--- src/rtl/ram_arbiter_if.sv ---
// Requester-side bundle for the RAM arbiter: fetch, LSU and debug channels.
// Requesters drive the master modport; the arbiter takes the slave modport.
interface ram_arbiter_if #(
   parameter int ADDR_W = 8,
   parameter int DATA_W = 8
);
   logic              fetch_req;
   logic [ADDR_W-1:0] fetch_addr;
   logic              fetch_rvalid;
   logic [DATA_W-1:0] fetch_rdata;

   logic              lsu_req;
   logic              lsu_we;
   logic [ADDR_W-1:0] lsu_addr;
   logic [DATA_W-1:0] lsu_wdata;
   logic              lsu_gnt;
   logic              lsu_rvalid;
   logic [DATA_W-1:0] lsu_rdata;

   logic              dbg_req;
   logic              dbg_we;
   logic [ADDR_W-1:0] dbg_addr;
   logic [DATA_W-1:0] dbg_wdata;
   logic              dbg_lock;
   logic              dbg_gnt;
   logic              dbg_rvalid;
   logic [DATA_W-1:0] dbg_rdata;

   modport master (
      output fetch_req, fetch_addr,
      input  fetch_rvalid, fetch_rdata,
      output lsu_req, lsu_we, lsu_addr, lsu_wdata,
      input  lsu_gnt, lsu_rvalid, lsu_rdata,
      output dbg_req, dbg_we, dbg_addr, dbg_wdata, dbg_lock,
      input  dbg_gnt, dbg_rvalid, dbg_rdata
   );

   modport slave (
      input  fetch_req, fetch_addr,
      output fetch_rvalid, fetch_rdata,
      input  lsu_req, lsu_we, lsu_addr, lsu_wdata,
      output lsu_gnt, lsu_rvalid, lsu_rdata,
      input  dbg_req, dbg_we, dbg_addr, dbg_wdata, dbg_lock,
      output dbg_gnt, dbg_rvalid, dbg_rdata
   );
endinterface

--- src/rtl/ram_arbiter.sv ---
// Port-2 arbiter for the 2R/1W RAM; same-cycle grant, read data valid 1 cycle after accept.
// Losers see gnt=0 and must hold req/inputs; fetch on port 1 is never stalled.
module ram_arbiter #(
   parameter int ADDR_W   = 8,
   parameter int DATA_W   = 8,
   parameter int ARB_MODE = 0
) (
   input  logic              clk,
   input  logic              rst,
   ram_arbiter_if.slave      bus,
   output logic [ADDR_W-1:0] ram_addr_port_1,
   output logic [ADDR_W-1:0] ram_addr_port_2,
   output logic [DATA_W-1:0] ram_data_in,
   output logic              ram_write_en,
   output logic              ram_out_en,
   input  logic [DATA_W-1:0] ram_data_out_port_1,
   input  logic [DATA_W-1:0] ram_data_out_port_2
);
   typedef enum logic {LAST_LSU, LAST_DBG} last_t;

   last_t last_grant;
   logic  lsu_win;
   logic  dbg_win;
   logic  fetch_rvalid_q;
   logic  lsu_rvalid_q;
   logic  dbg_rvalid_q;

   always_comb begin
      lsu_win = 1'b0;
      dbg_win = 1'b0;
      if (!rst) begin
         if (bus.dbg_lock) begin
            dbg_win = bus.dbg_req;
         end else if (bus.lsu_req && !bus.dbg_req) begin
            lsu_win = 1'b1;
         end else if (bus.dbg_req && !bus.lsu_req) begin
            dbg_win = 1'b1;
         end else if (bus.lsu_req && bus.dbg_req) begin
            if (ARB_MODE == 1 || last_grant == LAST_DBG) begin
               lsu_win = 1'b1;
            end else begin
               dbg_win = 1'b1;
            end
         end
      end
   end

   // Port-2 lines idle at zero when nobody owns the port.
   always_comb begin
      ram_addr_port_2 = '0;
      ram_data_in     = '0;
      ram_write_en    = 1'b0;
      ram_out_en      = 1'b0;
      if (lsu_win) begin
         ram_addr_port_2 = bus.lsu_addr;
         ram_write_en    = bus.lsu_we;
         ram_out_en      = !bus.lsu_we;
         if (bus.lsu_we) ram_data_in = bus.lsu_wdata;
      end else if (dbg_win) begin
         ram_addr_port_2 = bus.dbg_addr;
         ram_write_en    = bus.dbg_we;
         ram_out_en      = !bus.dbg_we;
         if (bus.dbg_we) ram_data_in = bus.dbg_wdata;
      end
   end

   // The per-requester rvalid flops double as the port-2 owner tag.
   always_ff @(posedge clk) begin
      if (rst) begin
         last_grant     <= LAST_DBG;
         fetch_rvalid_q <= 1'b0;
         lsu_rvalid_q   <= 1'b0;
         dbg_rvalid_q   <= 1'b0;
      end else begin
         fetch_rvalid_q <= bus.fetch_req;
         lsu_rvalid_q   <= lsu_win && !bus.lsu_we;
         dbg_rvalid_q   <= dbg_win && !bus.dbg_we;
         if (lsu_win) begin
            last_grant <= LAST_LSU;
         end else if (dbg_win) begin
            last_grant <= LAST_DBG;
         end
      end
   end

   assign ram_addr_port_1  = bus.fetch_addr;
   assign bus.lsu_gnt      = lsu_win;
   assign bus.dbg_gnt      = dbg_win;
   assign bus.fetch_rvalid = fetch_rvalid_q;
   assign bus.lsu_rvalid   = lsu_rvalid_q;
   assign bus.dbg_rvalid   = dbg_rvalid_q;

   // Masking hides the RAM's floating port-2 output when no read is pending.
   assign bus.fetch_rdata = fetch_rvalid_q ? ram_data_out_port_1 : '0;
   assign bus.lsu_rdata   = lsu_rvalid_q   ? ram_data_out_port_2 : '0;
   assign bus.dbg_rdata   = dbg_rvalid_q   ? ram_data_out_port_2 : '0;
endmodule

--- src/flat_wrapper.sv ---
// flat-port wrapper written by rule: the top's interface ports become plain ports
module ram_arbiter_flat 
#(
   parameter int ADDR_W   = 8,
   parameter int DATA_W   = 8,
   parameter int ARB_MODE = 0
)
  (clk, rst, ram_addr_port_1, ram_addr_port_2, ram_data_in, ram_write_en, ram_out_en, ram_data_out_port_1, ram_data_out_port_2, bus_fetch_req, bus_fetch_addr, bus_fetch_rvalid, bus_fetch_rdata, bus_lsu_req, bus_lsu_we, bus_lsu_addr, bus_lsu_wdata, bus_lsu_gnt, bus_lsu_rvalid, bus_lsu_rdata, bus_dbg_req, bus_dbg_we, bus_dbg_addr, bus_dbg_wdata, bus_dbg_lock, bus_dbg_gnt, bus_dbg_rvalid, bus_dbg_rdata);
  ram_arbiter_if #(.ADDR_W(ADDR_W), .DATA_W(DATA_W)) bus_i ();
  input  logic clk;
  input  logic rst;
  output logic [ADDR_W-1:0] ram_addr_port_1;
  output logic [ADDR_W-1:0] ram_addr_port_2;
  output logic [DATA_W-1:0] ram_data_in;
  output logic ram_write_en;
  output logic ram_out_en;
  input  logic [DATA_W-1:0] ram_data_out_port_1;
  input  logic [DATA_W-1:0] ram_data_out_port_2;
  input wire logic [$bits(bus_i.fetch_req)-1:0] bus_fetch_req;
  input wire logic [$bits(bus_i.fetch_addr)-1:0] bus_fetch_addr;
  output wire logic [$bits(bus_i.fetch_rvalid)-1:0] bus_fetch_rvalid;
  output wire logic [$bits(bus_i.fetch_rdata)-1:0] bus_fetch_rdata;
  input wire logic [$bits(bus_i.lsu_req)-1:0] bus_lsu_req;
  input wire logic [$bits(bus_i.lsu_we)-1:0] bus_lsu_we;
  input wire logic [$bits(bus_i.lsu_addr)-1:0] bus_lsu_addr;
  input wire logic [$bits(bus_i.lsu_wdata)-1:0] bus_lsu_wdata;
  output wire logic [$bits(bus_i.lsu_gnt)-1:0] bus_lsu_gnt;
  output wire logic [$bits(bus_i.lsu_rvalid)-1:0] bus_lsu_rvalid;
  output wire logic [$bits(bus_i.lsu_rdata)-1:0] bus_lsu_rdata;
  input wire logic [$bits(bus_i.dbg_req)-1:0] bus_dbg_req;
  input wire logic [$bits(bus_i.dbg_we)-1:0] bus_dbg_we;
  input wire logic [$bits(bus_i.dbg_addr)-1:0] bus_dbg_addr;
  input wire logic [$bits(bus_i.dbg_wdata)-1:0] bus_dbg_wdata;
  input wire logic [$bits(bus_i.dbg_lock)-1:0] bus_dbg_lock;
  output wire logic [$bits(bus_i.dbg_gnt)-1:0] bus_dbg_gnt;
  output wire logic [$bits(bus_i.dbg_rvalid)-1:0] bus_dbg_rvalid;
  output wire logic [$bits(bus_i.dbg_rdata)-1:0] bus_dbg_rdata;
  assign bus_i.fetch_req = bus_fetch_req;
  assign bus_i.fetch_addr = bus_fetch_addr;
  assign bus_fetch_rvalid = bus_i.fetch_rvalid;
  assign bus_fetch_rdata = bus_i.fetch_rdata;
  assign bus_i.lsu_req = bus_lsu_req;
  assign bus_i.lsu_we = bus_lsu_we;
  assign bus_i.lsu_addr = bus_lsu_addr;
  assign bus_i.lsu_wdata = bus_lsu_wdata;
  assign bus_lsu_gnt = bus_i.lsu_gnt;
  assign bus_lsu_rvalid = bus_i.lsu_rvalid;
  assign bus_lsu_rdata = bus_i.lsu_rdata;
  assign bus_i.dbg_req = bus_dbg_req;
  assign bus_i.dbg_we = bus_dbg_we;
  assign bus_i.dbg_addr = bus_dbg_addr;
  assign bus_i.dbg_wdata = bus_dbg_wdata;
  assign bus_i.dbg_lock = bus_dbg_lock;
  assign bus_dbg_gnt = bus_i.dbg_gnt;
  assign bus_dbg_rvalid = bus_i.dbg_rvalid;
  assign bus_dbg_rdata = bus_i.dbg_rdata;
  ram_arbiter #(.ADDR_W(ADDR_W), .DATA_W(DATA_W), .ARB_MODE(ARB_MODE)) u_core (.clk(clk), .rst(rst), .bus(bus_i), .ram_addr_port_1(ram_addr_port_1), .ram_addr_port_2(ram_addr_port_2), .ram_data_in(ram_data_in), .ram_write_en(ram_write_en), .ram_out_en(ram_out_en), .ram_data_out_port_1(ram_data_out_port_1), .ram_data_out_port_2(ram_data_out_port_2));
endmodule
--- config.mk ---
export PLATFORM = sky130hd
export DESIGN_NAME = ram_arbiter_flat
export DESIGN_NICKNAME = d
export VERILOG_FILES = /design/src/rtl/ram_arbiter_if.sv /design/src/rtl/ram_arbiter.sv /design/src/flat_wrapper.sv
export SDC_FILE = /design/constraint.sdc
export NUM_CORES = 1
export LEC_CHECK = 0
export ABC_AREA = 1
export CORE_MARGIN = 2
export CORE_UTILIZATION = 25
export CTS_BUF_LIST = sky130_fd_sc_hd__clkbuf_16
export CTS_CLUSTER_DIAMETER = 120
export DETAILED_ROUTE_END_ITERATION = 6
export MAX_ROUTING_LAYER = met4
export PLACE_DENSITY = 0.86
export SYNTH_ARGS = -nofsm -noshare
export SYNTH_HDL_FRONTEND = slang
export SYNTH_SLANG_ARGS = --single-unit
--- constraint.sdc ---
create_clock -name clk -period 1.2 [get_ports clk]
set_input_delay 0.12 -clock clk [delete_from_list [all_inputs] [get_ports clk]]
set_output_delay 0.12 -clock clk [all_outputs]
set_load 0.05 [all_outputs]
Yosys cells after proc, flatten, opt, wreduce, memory -nomap -nowiden. Cells that the tools add are included.

Mux-type cells: 27. Reduce and logical (&&, ||, !) cells: 10.

Operator list (number): two-way mux 8 bit (9); two-way mux 1 bit (18); logical AND 1 bit (5); logical NOT 1 bit (4); nonzero test 2 bit (1).

Bits in registers: 4. Output and inout bits: 55. Bits of input ports: 64. Word-level logic and storage cells: 41.

Depth between registers and ports, before layout.
Depth in word-level cells: 8. Gate-level depth with buffers: 6.

Least setup slack after synthesis. OpenSTA, ideal clock, no wires.

Path type: register -> output. From: register u_core.last_grant. To: output bus_lsu_gnt. Buffers on the path: 1. Arrival: 1.397 ns. Cell stages (with the launch flop): 6. Path slack: -0.317 ns. Path through: dfxtp_1 -> inv_1 -> nand2_2 -> buf_2 -> nand2_1 -> nor2_1.

Word-level cells in the longest chain between the ends: 6.

RTL lines: start: declaration (RTL line ram_arbiter.sv:21) `last_t last_grant;`; start signal: assignment (RTL line ram_arbiter.sv:70) `last_grant <= LAST_DBG;`; start signal: assignment (RTL line ram_arbiter.sv:79) `last_grant <= LAST_LSU;`; start signal: assignment (RTL line ram_arbiter.sv:81) `last_grant <= LAST_DBG;`; two-way mux 1 bit (RTL line ram_arbiter.sv:39) `if (ARB_MODE == 1 || last_grant == LAST_DBG) begin`; two-way mux 1 bit (RTL line ram_arbiter.sv:38) `end else if (bus.lsu_req && bus.dbg_req) begin`; two-way mux 1 bit (RTL line ram_arbiter.sv:36) `end else if (bus.dbg_req && !bus.lsu_req) begin`; two-way mux 1 bit (RTL line ram_arbiter.sv:34) `end else if (bus.lsu_req && !bus.dbg_req) begin`; two-way mux 1 bit (RTL line ram_arbiter.sv:32) `if (bus.dbg_lock) begin`; two-way mux 1 bit (RTL line ram_arbiter.sv:31) `if (!rst) begin`; end: declaration (RTL line flat_wrapper.sv:27) `output wire logic [$bits(bus_i.lsu_gnt)-1:0] bus_lsu_gnt;`.

No other way between the ends.

Final worst setup path.
From: register u_core.last_grant. To: output ram_addr_port_2[7].

Word-level cells in the longest chain between the ends: 8. Elaborated cells between the ends (all ways): 14. Those cells by class: mux (14).

RTL lines: two-way mux 1 bit (RTL line ram_arbiter.sv:39); two-way mux 1 bit (RTL line ram_arbiter.sv:38); two-way mux 1 bit (RTL line ram_arbiter.sv:36); two-way mux 1 bit (RTL line ram_arbiter.sv:34); two-way mux 1 bit (RTL line ram_arbiter.sv:32); two-way mux 1 bit (RTL line ram_arbiter.sv:31); two-way mux 8 bit (RTL line ram_arbiter.sv:59) `end else if (dbg_win) begin`; two-way mux 8 bit * (RTL line ram_arbiter.sv:54) `if (lsu_win) begin`; end: declaration (RTL line flat_wrapper.sv:13) `output logic [ADDR_W-1:0] ram_addr_port_2;`.

Every way passes the cells marked *; elsewhere a longest branch is shown, timed or not.

==> results.md <==
* Outcome: complete, but fails checks
* Violated checks: setup timing
* Crit Reg-Reg Endpoint: u_core.bus.dbg_rvalid
* Worst path bufs/invs at 4
* Nets@finish at 353
* Via density per instance at between 4 and 5
* Total core area at between 0.003 and 0.004 mm2
* Slowest stage delay, CP at between 0.3 and 0.4 ns
* CP max stage cell: dfxtp_2
* Via count at 1599
* First DRT Iteration DRCs at 68
* Post-synthesis sequential area ratio at under 10%
* Layout cells sized above 1 at between 40% and 50%
* First-pass GRT wire length at between 8000 and 9000 um
* Detailed-route wire length at roughly 5700 um
* Clock skew at between 0.003 and 0.004 ns
* DIE AREA at ~0.0041 mm2
* CTS hold repair buffers at 0
* ANT cells at 0
* WL/cell at around 17 um
* Slew headroom at 80.34%
* DRC viols at 0
* Syn_nets at between 200 and 250
* Num CTS Buffers at 3
* Final global-route overflow total at 0
* Largest cells by area after synthesis: nand2_1 25%, inv_1 20%, nand4_1 12%
* Vias in the first global route at approximately 1700
* First-pass detailed-route iteration total at 4
* Fin crit share at 117.4%
* Syn Std Cell Area at roughly 910 um2
* Unrepaired setup endpoints after global routing: yes
* Max_cap viols at 0
* CTS tree: done
* Leakage at ~1.2 nW
* Crit path launch type: flop
* WP data arrival at ~1.3 ns
* Setup WS post-layout at -0.2091 ns
* Hold slack at 0.2400 ns
* Critical Path RT at around 1.1 ns
* Die width at between 60 and 70 um
* P&R area growth vs syn at 203.4%
* Total clock sinks at 4
* Post-Syn Area per Cell at 5.139 um2
* Setup TNS at -3.126 ns
* Top Ports at approximately 120
* Pin slew with the least headroom to its limit at about 0.29 ns
* Critical R2R Launch: u_core.last_grant
* DP HPWL at 3474 um
* Post-synth top area share at between 20% and 30%
* Critical setup path kind: flop to output pin
* Worst-path clk slew at around 0.03 ns
* VDD IR max at 0.0005381 V
* GRT Total Usage at between 20% and 30%
* Largest delay share family, worst path: buffers and inverters
* Fmax at a little over 700 MHz
* Pwr Density at approximately 600 mW/mm2
* Final Hold Fails at 0
* CTS Buffer Depth at 2
* Setup violations, final at 20
* CP Capture Point: ram_addr_port_2[7]
* H-tree depth at 1
* Largest net degree at the start of global routing at 19
* Initial Util at 26.63%
* R2R Setup Slk at ~0.20 ns
* CP Launch Point: u_core.last_grant
* Syn Inst Count at 177
* RD Place Congestion at 0.8439
* Hold Path Class: input port to output pin
* Port Buffers at 102
* Synth warnings at 0
* Yosys reg bits at 4
* Cell Rows at 21
* ANT nets after route at 0
* Clock root cell: clkbuf_16
* Slew Viols, Final at 0
* Worst-path maximum fanout at 5
* FF-to-FF path depth at 6
* Antenna violations before repair at 0
* Endpoint class of the critical path: output pin
* Critical path depth at 7
* Netlist cell types at 17
* Worst skew pair latency at about 0.23 ns
* Yosys top cell by area: nand2_1
* Height of the die at between 60 and 70 um
* Tmin final at about 1.4 ns
* Worst path cell trace: inv_2 -> nand2_4 -> buf_12 -> buf_16 -> nand4_1 -> nand2_2 -> buf_8
layer usage:
metal  up-vias  global-route usage [%]  wire length, um
li1        741                       -                -
met3        25                   4.049              389
met2        98                   51.04             3177
met5         -                       -                0
met1       735                   27.46             1909
met4         0                   11.17              249
state kept, by name (all words and copies together), names as in the netlist:
register                 flops
u_core.bus.dbg_rvalid        1
u_core.bus.fetch_rvalid      1
u_core.last_grant            1
u_core.bus.lsu_rvalid        1
layout make-up:
class	count	area, um2
well taps	46	57.56
inverters	50	280.3
flip-flops and latches	4	92.59
fillers	196	655.6
clock buffers	3	75.07
multi-input cells	104	599.3
repair buffers	126	1655
report_power, final:
| part | internal (W) | leakage [nW] | switching (W) |
|---|---|---|---|
| Clock | 0.000427 | 0.0370 | 0.000110 |
| Sequential | 0.000137 | 0.0347 | 0.0000141 |
| Combinational | 0.000476 | 1.17 | 0.000489 |
| Total | 0.00104 | 1.24 | 0.000613 |
logic make-up (layout without fill, tap and decap cells):
family	after synthesis	count (layout)	share of synthesized area [%]
buf+inv	69	179	34.25
flops	4	4	8.804
simple gates	102	102	55.85
compound gates	2	2	1.099
how the worst min path moves through the flow:
stage / endpoint / depth (start not counted) / start / slack [ns]
after global placement: ram_addr_port_1[0] / 0 / bus_fetch_addr[0] / 0.24
after CTS: ram_addr_port_1[0] / 0 / bus_fetch_addr[0] / 0.24
after detailed placement: ram_addr_port_1[0] / 0 / bus_fetch_addr[0] / 0.24
after global routing: ram_addr_port_1[3] / 0 / bus_fetch_addr[3] / 0.24
after floorplan: u_core.bus.fetch_rvalid / 1 / rst / 0.18
final: ram_addr_port_1[7] / 0 / bus_fetch_addr[7] / 0.24
cell usage in the layout, fill, tap and decap left out, drive strengths merged:
master	synthesis	layout
buf	16	71
nand2	62	62
clkdlybuf4s50	0	51
inv	50	26
clkinvlp	0	24
nand4	18	18
nand3	18	18
nor2	4	4
dfxtp	4	4
clkbuf	3	3
dlygate4sd2	0	3
a21oi	1	1
o21ai	1	1
clkdlybuf4s15	0	1
cells in the mapped netlist, drive strengths merged:
cell	number
o21ai	1
nor2	4
clkbuf	3
buf	16
nand2	62
inv	50
nand4	18
nand3	18
a21oi	1
dfxtp	4
repair_timing:
item	CTS	global route
gates resized for setup	52	14
gates cloned	4	1
endpoints found under the setup margin	20	28
buffers inserted	6	2
pin swaps	31	8
through the flow:
step | cells | utilization [%] | power, W | setup slack, ns | cell area (um2)
after global routing | 333 | 80.81 | 0.001703 | -0.2599 | 2760
after CTS | 331 | 79.45 | 0.001614 | -0.1567 | 2714
final | 333 | 80.81 | 0.001654 | -0.2091 | 2760
after detailed placement | 318 | 68.39 | 0.0009611 | -0.3264 | 2336
after global placement | 318 | 68.39 | 0.0009458 | -0.2800 | 2336
after floorplan | 177 | - | 0.0006097 | 0.02503 | 1033
No activity file was read; power rests on OpenSTA's default activity.
